### src/rtl/move_pkg.sv
// Shared encodings for the move validator: cell codes, illegal-move codes, FSM states.
// Latency: n/a (types and a helper function only).
// Backpressure: n/a.
package move_pkg;

  typedef enum logic [1:0] {
    CELL_EMPTY = 2'b00,
    CELL_PL1   = 2'b01,
    CELL_PL2   = 2'b10
  } cell_t;

  typedef enum logic [1:0] {
    ILL_NONE  = 2'b00,
    ILL_OCC   = 2'b01,
    ILL_TURN  = 2'b10,
    ILL_RANGE = 2'b11
  } ill_t;

  typedef enum logic [1:0] {
    S_IDLE   = 2'b00,
    S_ACCEPT = 2'b01,
    S_CHECK  = 2'b10,
    S_DONE   = 2'b11
  } state_t;

  // Board code written for a player bit (0 = PL1, 1 = PL2)
  function automatic cell_t player_code(input logic player);
    return player ? CELL_PL2 : CELL_PL1;
  endfunction

endpackage

### src/rtl/move_validator_strike_counter.sv
// Saturating per-player illegal-move counter; at_max flags forfeit, hit flags the move reaching it.
// Latency: count updates at the edge after inc; hit is combinational from inc and the count.
// Backpressure: none; clr wins over inc.
module strike_counter #(
  parameter int MAX = 3,
  localparam int CW = $clog2(MAX + 1)
) (
  input  logic clk,
  input  logic reset,
  input  logic clr,
  input  logic inc,
  output logic at_max,
  output logic hit
);

  logic [CW-1:0] count;

  // Count strikes, holding at MAX once reached
  always_ff @(posedge clk) begin
    if (reset || clr) begin
      count <= '0;
    end else if (inc && (count != CW'(MAX))) begin
      count <= count + 1'b1;
    end
  end

  assign at_max = (count == CW'(MAX));
  // This increment is the one that lands on (or is already at) MAX
  assign hit    = inc && (count >= CW'(MAX - 1));

endmodule

### src/rtl/move_validator.sv
// Owns the board, accepts one move per handshake, classifies it and commits legal moves.
// Latency: pulse and board/turn/count update 1 cycle after the handshake edge; one move per 2 cycles.
// Backpressure: move_ready low outside ACCEPT and while game_over/board_full/start; optional strikes via MOVE_VALIDATOR_STRIKE_EN.
module move_validator
  import move_pkg::*;
#(
  parameter int N_CELLS     = 9,
  parameter int MAX_STRIKES = 3,
  localparam int IDX_W = $clog2(N_CELLS),
  localparam int CNT_W = $clog2(N_CELLS + 1)
) (
  input  logic                 clk,
  input  logic                 reset,
  input  logic                 start,
  input  logic                 game_over,
  input  logic                 move_valid,
  output logic                 move_ready,
  input  logic                 move_player,
  input  logic [IDX_W-1:0]     move_cell,
  output logic [2*N_CELLS-1:0] board,
  output logic                 turn,
  output logic                 legal_pulse,
  output logic                 illegal_pulse,
  output logic [1:0]           illegal_code,
  output logic                 board_full,
  output logic [CNT_W-1:0]     move_count
`ifdef MOVE_VALIDATOR_STRIKE_EN
  ,
  output logic [1:0]           forfeit
`endif
);

  state_t          state;
  state_t          next_state;
  logic            lat_player;
  logic [IDX_W-1:0] lat_cell;
  logic [31:0]     cell_ext;
  logic            out_range;
  logic            wrong_turn;
  logic            occupied;
  logic            legal;
  ill_t            chk_code;
  logic            xfer;
  logic            check_illegal;
  logic            forfeit_now;

  assign xfer          = move_valid && move_ready;
  assign board_full    = (move_count == CNT_W'(N_CELLS));
  assign cell_ext      = 32'(lat_cell);
  assign check_illegal = (state == S_CHECK) && !legal && !start;

`ifdef MOVE_VALIDATOR_STRIKE_EN
  logic [1:0] strike_hit;

  strike_counter #(.MAX(MAX_STRIKES)) u_strike_pl1 (
    .clk    (clk),
    .reset  (reset),
    .clr    (start),
    .inc    (check_illegal && !lat_player),
    .at_max (forfeit[0]),
    .hit    (strike_hit[0])
  );

  strike_counter #(.MAX(MAX_STRIKES)) u_strike_pl2 (
    .clk    (clk),
    .reset  (reset),
    .clr    (start),
    .inc    (check_illegal && lat_player),
    .at_max (forfeit[1]),
    .hit    (strike_hit[1])
  );

  assign forfeit_now = lat_player ? strike_hit[1] : strike_hit[0];
`else
  assign forfeit_now = 1'b0;
  // Illegal moves never end the game here; MAX_STRIKES only sanity-checked
  if (MAX_STRIKES < 1) begin : g_bad_max_strikes
  end
`endif

  // Classify the latched move: range beats turn beats occupancy
  always_comb begin
    out_range  = (cell_ext >= 32'(N_CELLS));
    wrong_turn = (lat_player != turn);
    occupied   = 1'b0;
    for (int i = 0; i < N_CELLS; i++) begin
      if ((cell_ext == 32'(i)) && (board[2*i +: 2] != CELL_EMPTY)) begin
        occupied = 1'b1;
      end
    end
    legal = !out_range && !wrong_turn && !occupied;
    if (out_range) begin
      chk_code = ILL_RANGE;
    end else if (wrong_turn) begin
      chk_code = ILL_TURN;
    end else if (occupied) begin
      chk_code = ILL_OCC;
    end else begin
      chk_code = ILL_NONE;
    end
  end

  // FSM state register
  always_ff @(posedge clk) begin
    if (reset) begin
      state <= S_IDLE;
    end else begin
      state <= next_state;
    end
  end

  // Next state and ready; start overrides every state
  always_comb begin
    next_state = state;
    move_ready = 1'b0;
    case (state)
      S_IDLE: begin
      end
      S_ACCEPT: begin
        // start also drops ready so a move is never taken in the cycle it would be discarded
        move_ready = !game_over && !board_full && !start;
        if (game_over || board_full) begin
          next_state = S_DONE;
        end else if (move_valid) begin
          next_state = S_CHECK;
        end
      end
      S_CHECK: begin
        if (legal && (move_count == CNT_W'(N_CELLS - 1))) begin
          next_state = S_DONE;
        end else if (!legal && forfeit_now) begin
          next_state = S_DONE;
        end else begin
          next_state = S_ACCEPT;
        end
      end
      S_DONE: begin
      end
      default: next_state = S_IDLE;
    endcase
    if (start) begin
      next_state = S_ACCEPT;
    end
  end

  // Latch requests, commit legal moves, strobe results
  always_ff @(posedge clk) begin
    if (reset) begin
      board         <= '0;
      turn          <= 1'b0;
      move_count    <= '0;
      legal_pulse   <= 1'b0;
      illegal_pulse <= 1'b0;
      illegal_code  <= ILL_NONE;
      lat_player    <= 1'b0;
      lat_cell      <= '0;
    end else begin
      legal_pulse   <= 1'b0;
      illegal_pulse <= 1'b0;
      if (start) begin
        board        <= '0;
        turn         <= 1'b0;
        move_count   <= '0;
        illegal_code <= ILL_NONE;
      end else begin
        if (xfer) begin
          lat_player <= move_player;
          lat_cell   <= move_cell;
        end
        if (state == S_CHECK) begin
          if (legal) begin
            for (int i = 0; i < N_CELLS; i++) begin
              if (cell_ext == 32'(i)) begin
                board[2*i +: 2] <= player_code(lat_player);
              end
            end
            move_count   <= move_count + 1'b1;
            turn         <= !turn;
            legal_pulse  <= 1'b1;
            illegal_code <= ILL_NONE;
          end else begin
            illegal_pulse <= 1'b1;
            illegal_code  <= chk_code;
          end
        end
      end
    end
  end

endmodule

### config.mk
export PLATFORM = sky130hd
export DESIGN_NAME = move_validator
export DESIGN_NICKNAME = d
export VERILOG_FILES = /design/src/rtl/move_pkg.sv /design/src/rtl/move_validator_strike_counter.sv /design/src/rtl/move_validator.sv
export SDC_FILE = /design/constraint.sdc
export NUM_CORES = 1
export LEC_CHECK = 0
export ABC_AREA = 1
export CAP_MARGIN = 20
export CORE_MARGIN = 2
export CORE_UTILIZATION = 49
export DETAILED_ROUTE_END_ITERATION = 6
export GPL_TIMING_DRIVEN = 0
export MAX_ROUTING_LAYER = met4
export PLACE_DENSITY = 0.83
export SYNTH_ARGS = -nofsm -noshare
export SYNTH_HDL_FRONTEND = slang
export SYNTH_SLANG_ARGS = --single-unit
### constraint.sdc
create_clock -name clk -period 2.06 [get_ports clk]
set_input_delay 0.412 -clock clk [delete_from_list [all_inputs] [get_ports clk]]
set_output_delay 0.412 -clock clk [all_outputs]
set_load 0.05 [all_outputs]
==> summary.txt, run 1 <==
Outcome
  – Status: finished, final reports clean

Layout
  – Non-Filler Instances: 327
  – Non-Filler Cell Area, Final: approximately 0.0022 mm2
  – Syn-to-layout area delta: 30.8%
  – Layout cells sized above 1: 11.0%
  – # fillers: approximately 320
  – Final nets: 294
  – Post-route core utilization: 66.3%
  – N_diodes: 0

Placed design
  – Area after DPL: 0.00215 mm2
  – Post-DP HPWL: between 2000 and 3000 um
  – GP Congestion: 0.860
  – Cells after DPL: 319
  – Port Buf Inserts: 38

Logic synthesis
  – Synth Flop Type: dfxtp_1
  – Gate Count Post-Synth: 235
  – Top cells by count, synth: inv_1 (48), nand2_1 (39), dfxtp_1 (34)
  – Ys async rst share: 0%
  – Flop and latch count out of synthesis: 34
  – Post-synth top area cell: dfxtp_1
  – Mapped Nets: 248
  – Yosys warnings: 0
  – Sequential share of the synthesized area: around two fifths
  – Top cell type's share of synthesized area: 40.2%
  – Mapped Area: between 0.0015 and 0.002 mm2
  – Count leader, synth: inv_1
  – Synth cell types: 26
  – Synth top area cells: dfxtp_1 (40%), inv_1 (11%), nand2_1 (8.7%)
  – EDFF count, synth: 0
  – Syn_area_per_cell: 7.20 um2

Die
  – Die Y: 62.8 um
  – Initial cell density of the core: 50.7%
  – Row count: 21
  – Die X: around 63 um
  – IO Pins: 39
  – Die Area: 0.00394 mm2
  – Core footprint: 0.00334 mm2

Pwr
  – Static leakage: 0.000994 uW
  – VDD IR max: around 0.34 mV
  – PD cells: 504 mW/mm2

CTS
  – Clock tree sinks: 34
  – Bufs on Longest Clock Path: 2
  – H-Tree Level Count: 2
  – CTS clk-pin slew, worst paths: 0.09 ns
  – Clock Latency Late Sink: roughly 0.33 ns
  – CTS root buffer: clkbuf_4
  – Num CTS Buffers: 5
  – CTS tree: done
  – # hold bufs at CTS: 0

Global routing
  – Vias in the first global route: 1520
  – Overall Global Routing Usage: a little over a fifth
  – Grt total ovfl: 0
  – Global-route wire length before repair: 6580 um
  – Antenna violations before repair: 0
  – Pin count of the biggest net entering global routing: 11

Timing
  – Peak Freq: 509 MHz
  – Crit path time final: 1.96 ns
  – Least-Margin Pin Slew: 0.526 ns
  – Max-slew violations: 0
  – Fin. Hold Viols: 0
  – Relative max-transition margin: between 60% and 70%
  – Setup TNS: 0 ns
  – Worst clock skew: 0.00409 ns
  – RSZ-0062 raised after global routing: false
  – Final setup violation count: 0
  – Min Hold Slack: 0.477 ns
  – Final period util: 95.4%

Critical path
  – Crit-path max FO: 4
  – Setup crit start kind: flip-flop
  – Worst R2R Start: lat_cell[0]
  – Slowest stage delay, CP: between 0.3 and 0.4 ns
  – WP buf/inv: 3
  – Critical Path End Type: primary output
  – Most frequent CP cell: nor2_4
  – Worst path arrival time: 1.55 ns
  – Crit path required time: between 1.5 and 2 ns
  – Crit-path slowest cell: dfxtp_4
  – Worst Setup SP: move_count[1]
  – CP Cell Sequence: inv_1 -> ha_1 -> inv_2 -> nor2_4 -> or2_4 -> nor2_4 -> buf_6
  – Crit path kind: reg2out
  – CP delay by family, top: simple AND/OR/NAND/NOR gates

Run
  – Max Cap Viol: 0

Detailed routing
  – Via Count: 1650
  – Wirelength, routed: 3830 um
  – Max layer used: met4
  – Routed Antenna Nets: 0
  – Routed vias/inst: 5.05
  – Wire length per cell: roughly 12 um
  – DRC: 0
  – Wire length on met2: 1870 um
  – Drt pass-1 iters: 4
  – Met3 WL: 246 um
  – Initial DRC count: 94
  – M1 WL: 1650 um

Hold path
  – Min-delay src: board[14]
  – Hold WC Path Type: reg2reg
[worst register-to-register path, cell delays in order (launching register included)]
cell and delay, ns:
dfxtp_1 0.42, inv_1 0.08, nor2_1 0.26, nand3_1 0.16, nand2_1 0.09, nor2_1 0.04
nand2_1 0.09, nor2_4 0.06, nand2_1 0.18, nand2_1 0.07, a21oi_1 0.14
[kinds of logic after synthesis]
logic type                 Yosys count  share of synthesized area (%)
and+or+nand+nor                    101                           30.1
buffers and inverters               57                           14.5
AOI/OAI and AO/OA                   37                           11.4
DFF                                 34                           40.2
xor gates and xnor gates             3                           1.55
adders and majority gates            3                           2.22
[sequential cells by signal, summed over array words and instances (netlist names)]
register,flops
move_count,4
turn,1
illegal_pulse,1
state,2
board,18
legal_pulse,1
lat_cell,4
illegal_code,2
lat_player,1
[path summary, 6_finish.rpt]
check                       end  slack [ns]  cells after the start
hold / removal        board[14]        0.48                      2
setup / recovery     move_ready         0.1                      7
setup reg to reg  move_count[1]        0.40                     10
hold reg to reg       board[14]        0.48                      2
[timing repair]
action                                  4_1_cts  5_1_grt
setup buffers                                 0        1
endpoints found under the setup margin        2        2
cloned                                        0        0
gates resized for setup                       8        4
[where the power goes]
part	internal [uW]	switching, uW
registers	661	6.24
logic	34.5	52.0
clock network	161	200
total	856	258
[layer usage]
metal	vias to the layer above	GRT usage (%)
li1	848	-
met1	734	26.0
met2	59	36.3
met3	9	4.86
met4	0	6.67
met5	-	-
[per-stage QoR]
stage / power, uW / setup WS (ns)
after floorplan: 733 / 0.0711
after global placement: 766 / -0.339
after detailed placement: 767 / -0.349
after CTS: 1120 / 0.0180
after global routing: 1160 / 0.00893
final: 1110 / 0.0955
[area by class of cell]
cell class / count / area [um2] / area share (%)
flip-flops and latches: 34 / 688 / 31.1
well taps: 46 / 57.6 / 2.60
inverters: 49 / 184 / 8.31
plain buffers: 8 / 61.3 / 2.77
repair buffers: 39 / 384 / 17.4
multi-input cells: 144 / 783 / 35.4
clock buffers: 7 / 55.1 / 2.49
[cell usage in the layout (no fill, tap or decap), types with 2 or more instances in the layout]
cell	n
inv_1	47
nor2_1	14
buf_4	3
dfxtp_1	30
nand3b_1	2
clkbuf_1	3
buf_6	4
nor2_4	6
a21oi_1	26
nand4_1	18
clkbuf_4	5
clkdlybuf4s50_1	36
nand3_1	15
ha_1	3
o21ai_0	8
dfxtp_2	3
nand2_1	39
nand4_2	2
xor2_1	2
No activity file was read; power rests on OpenSTA's default activity.
==> run 2, diff against run 1 <==
Settings changed: TNS_END_PERCENT set to 100.
==> results of run 2 <==
The final DEF is identical to that of run 1; final timing and power are the same.
